`config.mk`:
```
export PLATFORM = sky130hd
export DESIGN_NAME = seq_restoring_divider
export DESIGN_NICKNAME = d
export VERILOG_FILES = /design/src/rtl/div_pkg.sv /design/src/rtl/div_step.sv /design/src/rtl/seq_restoring_divider.sv
export SDC_FILE = /design/constraint.sdc
export NUM_CORES = 1
export LEC_CHECK = 0
export CAP_MARGIN = 20
export CORE_UTILIZATION = 54
export CTS_BUF_LIST = sky130_fd_sc_hd__clkbuf_8 sky130_fd_sc_hd__clkbuf_16
export DETAILED_ROUTE_END_ITERATION = 8
export GPL_TIMING_DRIVEN = 0
export PLACE_DENSITY = 0.79
export SLEW_MARGIN = 20
export SYNTH_ARGS = -nofsm -noshare
export SYNTH_HDL_FRONTEND = slang
export SYNTH_SLANG_ARGS = --single-unit
```
`constraint.sdc`:
```
create_clock -name clk -period 3.2 [get_ports clk]
set_input_delay 0.32 -clock clk [delete_from_list [all_inputs] [get_ports clk]]
set_output_delay 0.32 -clock clk [all_outputs]
set_load 0.1 [all_outputs]
```
`src/rtl/div_pkg.sv`:
```
// Shared types and constants for the sequential restoring divider.
package div_pkg;

    localparam int unsigned DEFAULT_WIDTH = 6;
    localparam int unsigned CNT_W         = $clog2(DEFAULT_WIDTH);

    typedef enum logic [1:0] {
        IDLE = 2'd0,
        RUN  = 2'd1,
        DONE = 2'd2
    } state_t;

endpackage

```
`src/rtl/div_step.sv`:
```
// One combinational restoring-division step: shift in a dividend bit, trial-subtract, restore on borrow.
module div_step #(
    parameter int unsigned WIDTH = 6
) (
    input  logic [WIDTH-1:0] r,
    input  logic             q_msb,
    input  logic [WIDTH-1:0] d,
    output logic [WIDTH-1:0] r_next,
    output logic             q_bit
);

    logic [WIDTH:0] t;

    // The partial remainder is always below the divisor, so the shifted value fits in WIDTH+1 bits.
    always_comb begin
        t      = {r, q_msb} - {1'b0, d};
        q_bit  = ~t[WIDTH];
        r_next = q_bit ? t[WIDTH-1:0] : {r[WIDTH-2:0], q_msb};
    end

endmodule

```
`src/rtl/seq_restoring_divider.sv`:
```
// Iterative unsigned divider: one restoring step per clock, start/busy/done handshake.
module seq_restoring_divider
    import div_pkg::*;
#(
    parameter int unsigned WIDTH = DEFAULT_WIDTH
) (
    input  logic             clk,
    input  logic             rst_n,
    input  logic             start,
    input  logic [WIDTH-1:0] dividend,
    input  logic [WIDTH-1:0] divisor,
    output logic             busy,
    output logic             done,
    output logic [WIDTH-1:0] quotient,
    output logic [WIDTH-1:0] remainder,
    output logic             div_by_zero
);

    localparam int unsigned     CW   = (WIDTH > 1) ? $clog2(WIDTH) : 1;
    localparam logic [CW-1:0]   LAST = CW'(WIDTH - 1);

    state_t           state;
    logic [CW-1:0]    cnt;
    logic [WIDTH-1:0] r;
    logic [WIDTH-1:0] q;
    logic [WIDTH-1:0] d;
    logic [WIDTH-1:0] r_next;
    logic             q_bit;

    div_step #(.WIDTH(WIDTH)) u_step (
        .r      (r),
        .q_msb  (q[WIDTH-1]),
        .d      (d),
        .r_next (r_next),
        .q_bit  (q_bit)
    );

    assign busy = (state != IDLE);
    assign done = (state == DONE);

    // R is held in WIDTH bits: its extra top bit is always zero between steps.
    always_ff @(posedge clk or negedge rst_n) begin
        if (!rst_n) begin
            state       <= IDLE;
            cnt         <= '0;
            r           <= '0;
            q           <= '0;
            d           <= '0;
            quotient    <= '0;
            remainder   <= '0;
            div_by_zero <= 1'b0;
        end else begin
            case (state)
                IDLE: begin
                    if (start) begin
                        d   <= divisor;
                        q   <= dividend;
                        r   <= '0;
                        cnt <= '0;
                        if (divisor == '0) begin
                            quotient    <= '1;
                            remainder   <= dividend;
                            div_by_zero <= 1'b1;
                            state       <= DONE;
                        end else begin
                            state <= RUN;
                        end
                    end
                end
                RUN: begin
                    r   <= r_next;
                    q   <= {q[WIDTH-2:0], q_bit};
                    cnt <= cnt + 1'b1;
                    if (cnt == LAST) begin
                        quotient    <= {q[WIDTH-2:0], q_bit};
                        remainder   <= r_next;
                        div_by_zero <= 1'b0;
                        state       <= DONE;
                    end
                end
                DONE:    state <= IDLE;
                default: state <= IDLE;
            endcase
        end
    end

endmodule

```
Yosys cells after proc, flatten, opt, wreduce, memory -nomap -nowiden
Index checks and enable logic that the tools add are counted.
{ "classes": {"add_sub_neg": 2, "mux": 23, "n_eq_ne": 6, "n_reduce_logical": 8, "bitwise": 1} }
{ "ops": {"columns": ["operator", "n"], "rows": [
  ["two-way mux 6 bit", 9],
  ["one-hot mux 6 bit (2 select lines)", 4],
  ["subtractor 7 x 6 -> 7 bit", 1],
  ["logical NOT 6 bit", 1],
  ["two-way mux 2 bit", 3],
  ["inequality test 2 bit, second input constant", 3],
  ["one-hot mux 3 bit (2 select lines)", 1],
  ["AND reduction 2 bit", 3],
  ["one-hot mux 2 bit (2 select lines)", 1],
  ["AND reduction 4 bit", 1],
  ["nonzero test 2 bit", 2],
  ["adder 3 x 1 -> 3 bit, second input constant", 1],
  ["== test 3 bit, second input constant", 1],
  ["two-way mux 1 bit", 3],
  ["two-way mux 3 bit", 1],
  ["== test 2 x 1 -> 1 bit, second input constant", 1],
  ["== test 2 bit, second input constant", 1],
  ["logical NOT 2 bit", 1],
  ["one-hot mux 1 bit (2 select lines)", 1],
  ["NOT 1 bit", 1]
]} }
{ "word_totals": {"in_bits": 15, "ff_bits": 36, "out_inout_bits": 15} }

Logic depth before layout (Yosys ltp)
{ "logic_depth": {"word_depth": 4, "mapped_depth": 9, "depth_no_buf": 9} }

Modules after synthesis
A second synthesis with hierarchy kept.
{ "hier_totals": {"hier_cells": 185, "area_unflattened_um2": 1986.9} }
{ "modules_own_cells": {"columns": ["mod", "area_each_um2", "cells_per_inst", "seq_area_each_um2", "instances"], "rows": [
  ["seq_restoring_divider", 1562.7, 134, 900.9, 1],
  ["div_step", 424.2, 51, 0.0, 1]
]} }

Least setup slack after synthesis
OpenSTA, ideal clock, no wires.
{ "synth_path": {"kind": "register to register", "start": "register q[5]", "end": "register r[3]", "stages_incl_launch_ff": 10, "path_slack_ns": 0.857, "setup_time_ns": 0.136, "t_arrival_ns": 2.207, "path_cell_list": "dfrtp_1 -> inv_1 -> ha_1 -> inv_1 -> fa_1 -> a211o_1 -> a2111oi_4 -> nand4b_4 -> mux2i_1 -> o21ai_0"} }
{ "synth_between": {"elab_chain_cells": 3} }
{ "synth_lines": {"columns": ["item", "line_no", "source"], "rows": [
  ["start, declared", "seq_restoring_divider.sv:25", "logic [WIDTH-1:0] q;"],
  ["start signal, assigned", "seq_restoring_divider.sv:57", "q <= dividend;"],
  ["start signal, assigned", "seq_restoring_divider.sv:72", "q <= {q[WIDTH-2:0], q_bit};"],
  ["subtractor 7 x 6 -> 7 bit", "div_step.sv:16", "t = {r, q_msb} - {1'b0, d};"],
  ["two-way mux 6 bit", "div_step.sv:18", "r_next = q_bit ? t[WIDTH-1:0] : {r[WIDTH-2:0], q_msb};"],
  ["one-hot mux 6 bit (2 select lines)", "seq_restoring_divider.sv:53", "case (state)"],
  ["end signal, assigned", "seq_restoring_divider.sv:71", "r <= r_next;"],
  ["end, declared", "seq_restoring_divider.sv:24", "logic [WIDTH-1:0] r;"]
]} }
Every way passes these cells.
A chain may end at the register's enable or synchronous reset.

Final worst setup path
{ "layout_path": {"start": "register state[0]", "end": "output port busy"} }
{ "layout_between": {"elab_chain_cells": 1} }
{ "layout_lines": {"columns": ["item", "line_no", "source"], "rows": [
  ["start, declared", "seq_restoring_divider.sv:22", "state_t state;"],
  ["start signal, assigned", "seq_restoring_divider.sv:44", "state <= IDLE;"],
  ["start signal, assigned", "seq_restoring_divider.sv:64", "state <= DONE;"],
  ["start signal, assigned", "seq_restoring_divider.sv:66", "state <= RUN;"],
  ["nonzero test 2 bit", "seq_restoring_divider.sv:38", "assign busy = (state != IDLE);"],
  ["end, declared", "seq_restoring_divider.sv:12", "output logic busy,"]
]} }
Every way passes these cells.

==> results.txt <==
----------------------------------------------------
[Clock network]
  Clock Path Buffers ... 2
  Cell at the root of the clock tree ... clkbuf_8
  Number of sinks driven by the clock tree ... 36
  Clock slew at reported path FFs ... 0.07 ns
  Number of H-tree levels ... 2
  Total of cells resized after clock tree synthesis ... 0
  CTS tree ... yes
  Clock latency reported for the late side of the worst-skew pair ... 0.29 ns
  Number of buffers created by CTS ... 5

[Timing]
  Setup_tns ... 0 ns
  Min cycle time layout ... 2.72 ns
  Skew final ... 0.00367 ns
  Total count of max-transition violations in the final report ... 0
  Portion of the clock cycle consumed by the worst path in the final layout ... 84.9%
  Worst Tran Pin Value ... 0.980 ns
  Relative slew slack ... 34.5%
  Unrepaired setup endpoints after global routing ... false
  Endpoints failing hold ... 0
  Setup violators final ... 0
  FMAX ... 368 MHz

[Synth]
  Synthesis-stage register bit count ... 36
  Cell area after synthesis ... 2020 um2
  Number of warnings reported in the yosys synthesis log ... 0
  Average instance area after synthesis ... 10.2 um2
  Sequential area share after synthesis ... 44.6%
  Synth Net Count ... 222
  Cells after Synth ... ~200
  Biggest area contributors in the synthesized netlist ... dfrtp_1 (45%), ha_1 (5.0%), nand2_1 (4.3%)
  Cell taking the most area after synthesis ... dfrtp_1
  Fraction of synthesis flops using an asynchronous set or reset pin ... 100%
  Predominant post-synthesis flop cell ... dfrtp_1
  Area fraction of the dominant cell type after synthesis ... 44.6%
  Count of different cell masters after synthesis ... 53
  EDFF count, synth ... 0

[Critical path]
  Kind of critical path ... reg -> out
  Critical path data arrival time ... 2.40 ns
  Critical Path Start Type ... register
  Critical path peak fanout ... 10
  Cell at the slowest stage of the critical path ... clkdlybuf4s50_1
  Cell breakdown of the critical path ... clkbuf_1, nor2_1, inv_1, clkdlybuf4s50_1
  CP required ... approximately 2.9 ns
  Peak per-stage delay on the critical path ... 1.12 ns
  Crit. End Element ... output port

[Global routing]
  Total routing resource utilization after global routing ... 26.3%
  First-pass GRT wire length ... 8080 um
  Largest net degree at the start of global routing ... 23
  Gr busiest metal ... met2
  Global-route track usage on met2 ... 43.5%
  Vias in the first global route ... around 1700
  Grt met3 use ... 4.17%
  Global-route met1 utilization ... 34.6%
  Sum of overflow across all layers after global routing ... 0
  Initial antenna violation count ... 0

[Hold path]
  Class of the tightest hold or removal check ... in -> async

[Route]
  Detailed-route wire length per cell ... roughly 17 um
  First drt pass iteration count ... 4
  Routed vias/inst ... about 5.9
  Antenna Violating Nets Remaining ... 0
  Post-detailed-route DRC marker count ... 0
  Routed Wire Length ... roughly 4800 um
  Number of design-rule violations left by the first detailed-router iteration ... 102
  Count of vias placed by the detailed router ... about 1700

[Cells and area]
  Share of post-route cells with drive strength above 1 ... around an eighth
  # nets final ... 260
  Combined area of the multi-input logic cells ... 1030 um2
  Area growth from synthesis to layout ... 24.1%
  Sequential cell area ... 901 um2
  Ant diodes ... 0
  Final-layout fill cell count ... 276

[Floorplanning]
  Num ports ... 30
  Number of rows in the core area ... 21
  Initial Util ... between 50% and 60%
  Horizontal die dimension ... between 60 and 70 um
  Chip height ... approximately 63 um
  Core region area ... around 3500 um2
  Full die area ... 3990 um2

[Flow run]
  Number of max-capacitance violations reported ... 0

[Status]
  Result of the run ... completed

[Place]
  Detail Placement HPWL ... 3610 um
  Final weighted congestion in routability-driven placement ... a little under 0.9
  Number of port buffers ... 29

----------------------------------------------------
## final cells by class
class | instances | share of cell area (%)
Clock buffer | 5 | 2.74
Buffer | 8 | 1.50
Inverter | 13 | 1.95
Sequential cell | 36 | 35.9
Clock inverter | 3 | 1.55
Multi-Input combinational cell | 141 | 41.2
Timing Repair Buffer | 31 | 12.9
Tap cell | 46 | 2.29
## critical path: cells and delay by family, from the launching register on
kind,cells,cell delay (ns)
buffers and inverters,3,1.56
DFF,1,0.41
and+or+nand+nor,1,0.14
## placed cells by master, fill, tap and decap left out, types with 2 or more instances in the layout
cell | synthesis | layout
o21ai_0 | 14 | 14
inv_1 | 13 | 14
a22o_1 | 2 | 2
mux2_2 | 7 | 7
a31oi_1 | 2 | 2
nor2_1 | 11 | 11
dfrtp_1 | 36 | 36
o31ai_1 | 2 | 2
a21oi_1 | 5 | 5
clkbuf_8 | 0 | 5
a2bb2oi_1 | 2 | 2
o21a_1 | 3 | 3
mux2i_1 | 8 | 8
ha_1 | 8 | 8
nor2b_1 | 5 | 5
buf_2 | 3 | 4
clkdlybuf4s50_1 | 0 | 28
nor3_1 | 2 | 2
o221ai_1 | 2 | 2
clkbuf_1 | 4 | 4
o22ai_1 | 2 | 2
a22oi_1 | 3 | 3
nand3_1 | 2 | 2
xnor2_1 | 3 | 3
o22a_1 | 7 | 7
nand2_1 | 23 | 23
## metal layers
| layer | part of all wire, % | vias to the layer above |
|---|---|---|
| met2 | 49 | 52 |
| met4 | 0.96 | 0 |
| li1 | - | 794 |
| met5 | 0 | - |
| met1 | 45 | 823 |
| met3 | 4.9 | 6 |
## worst paths after layout
path | startpoint | end | slack (ns) | cells after the start
min | rst_n | r[4] | 0.49 | 2
min in group clk | quotient[2] | quotient[2] | 0.50 | 1
max reg2reg | q[5] | r[3] | 0.51 | 9
max in group asynchronous | rst_n | remainder[0] | 2.27 | 3
min reg2reg | quotient[2] | quotient[2] | 0.50 | 1
max | state[0] | busy | 0.48 | 4
## per-stage QoR
step	hold WS [ns]	util [%]	cells	instance area, um2	worst slack [ns]
after floorplan	0.0244	-	198	2020	0.857
after global placement	0.471	68.3	273	2370	0.583
after detailed placement	0.279	68.9	274	2390	0.537
after CTS	0.501	72.3	283	2510	0.492
after global routing	0.510	72.3	283	2510	0.383
final	0.491	72.3	283	2510	0.482
## cells in the mapped netlist (all sizes together), types with 4 or more instances
cell    number
dfrtp       36
nand2       23
o21ai       15
inv         13
nor2        11
ha           8
mux2i        8
o22a         8
mux2         7
a21oi        6
nor2b        5
buf          4
clkbuf       4
## kinds of logic after synthesis
group / count (synthesis) / share of synthesized area (%)
compound gates: 58 / 21.5
mux: 15 / 7.86
fa+ha+maj: 9 / 5.94
buf+inv: 21 / 4.27
simple gates: 55 / 14.1
flops: 36 / 44.6
xor+xnor: 4 / 1.73
## timing repair
| action | in CTS | in global routing |
|---|---|---|
| setup buffers | 0 | 0 |
| endpoints found under the hold margin | 14 | 0 |
| hold buffers | 1 | 0 |
## flip-flops by register name (all words and copies together), names as in the netlist
signal	cells
d	6
q	6
quotient	6
r	6
remainder	6
cnt	3
state	2
div_by_zero	1
Power is not shown: default switching activity piles up to over one toggle a cycle in this logic, so the estimate is an artifact.
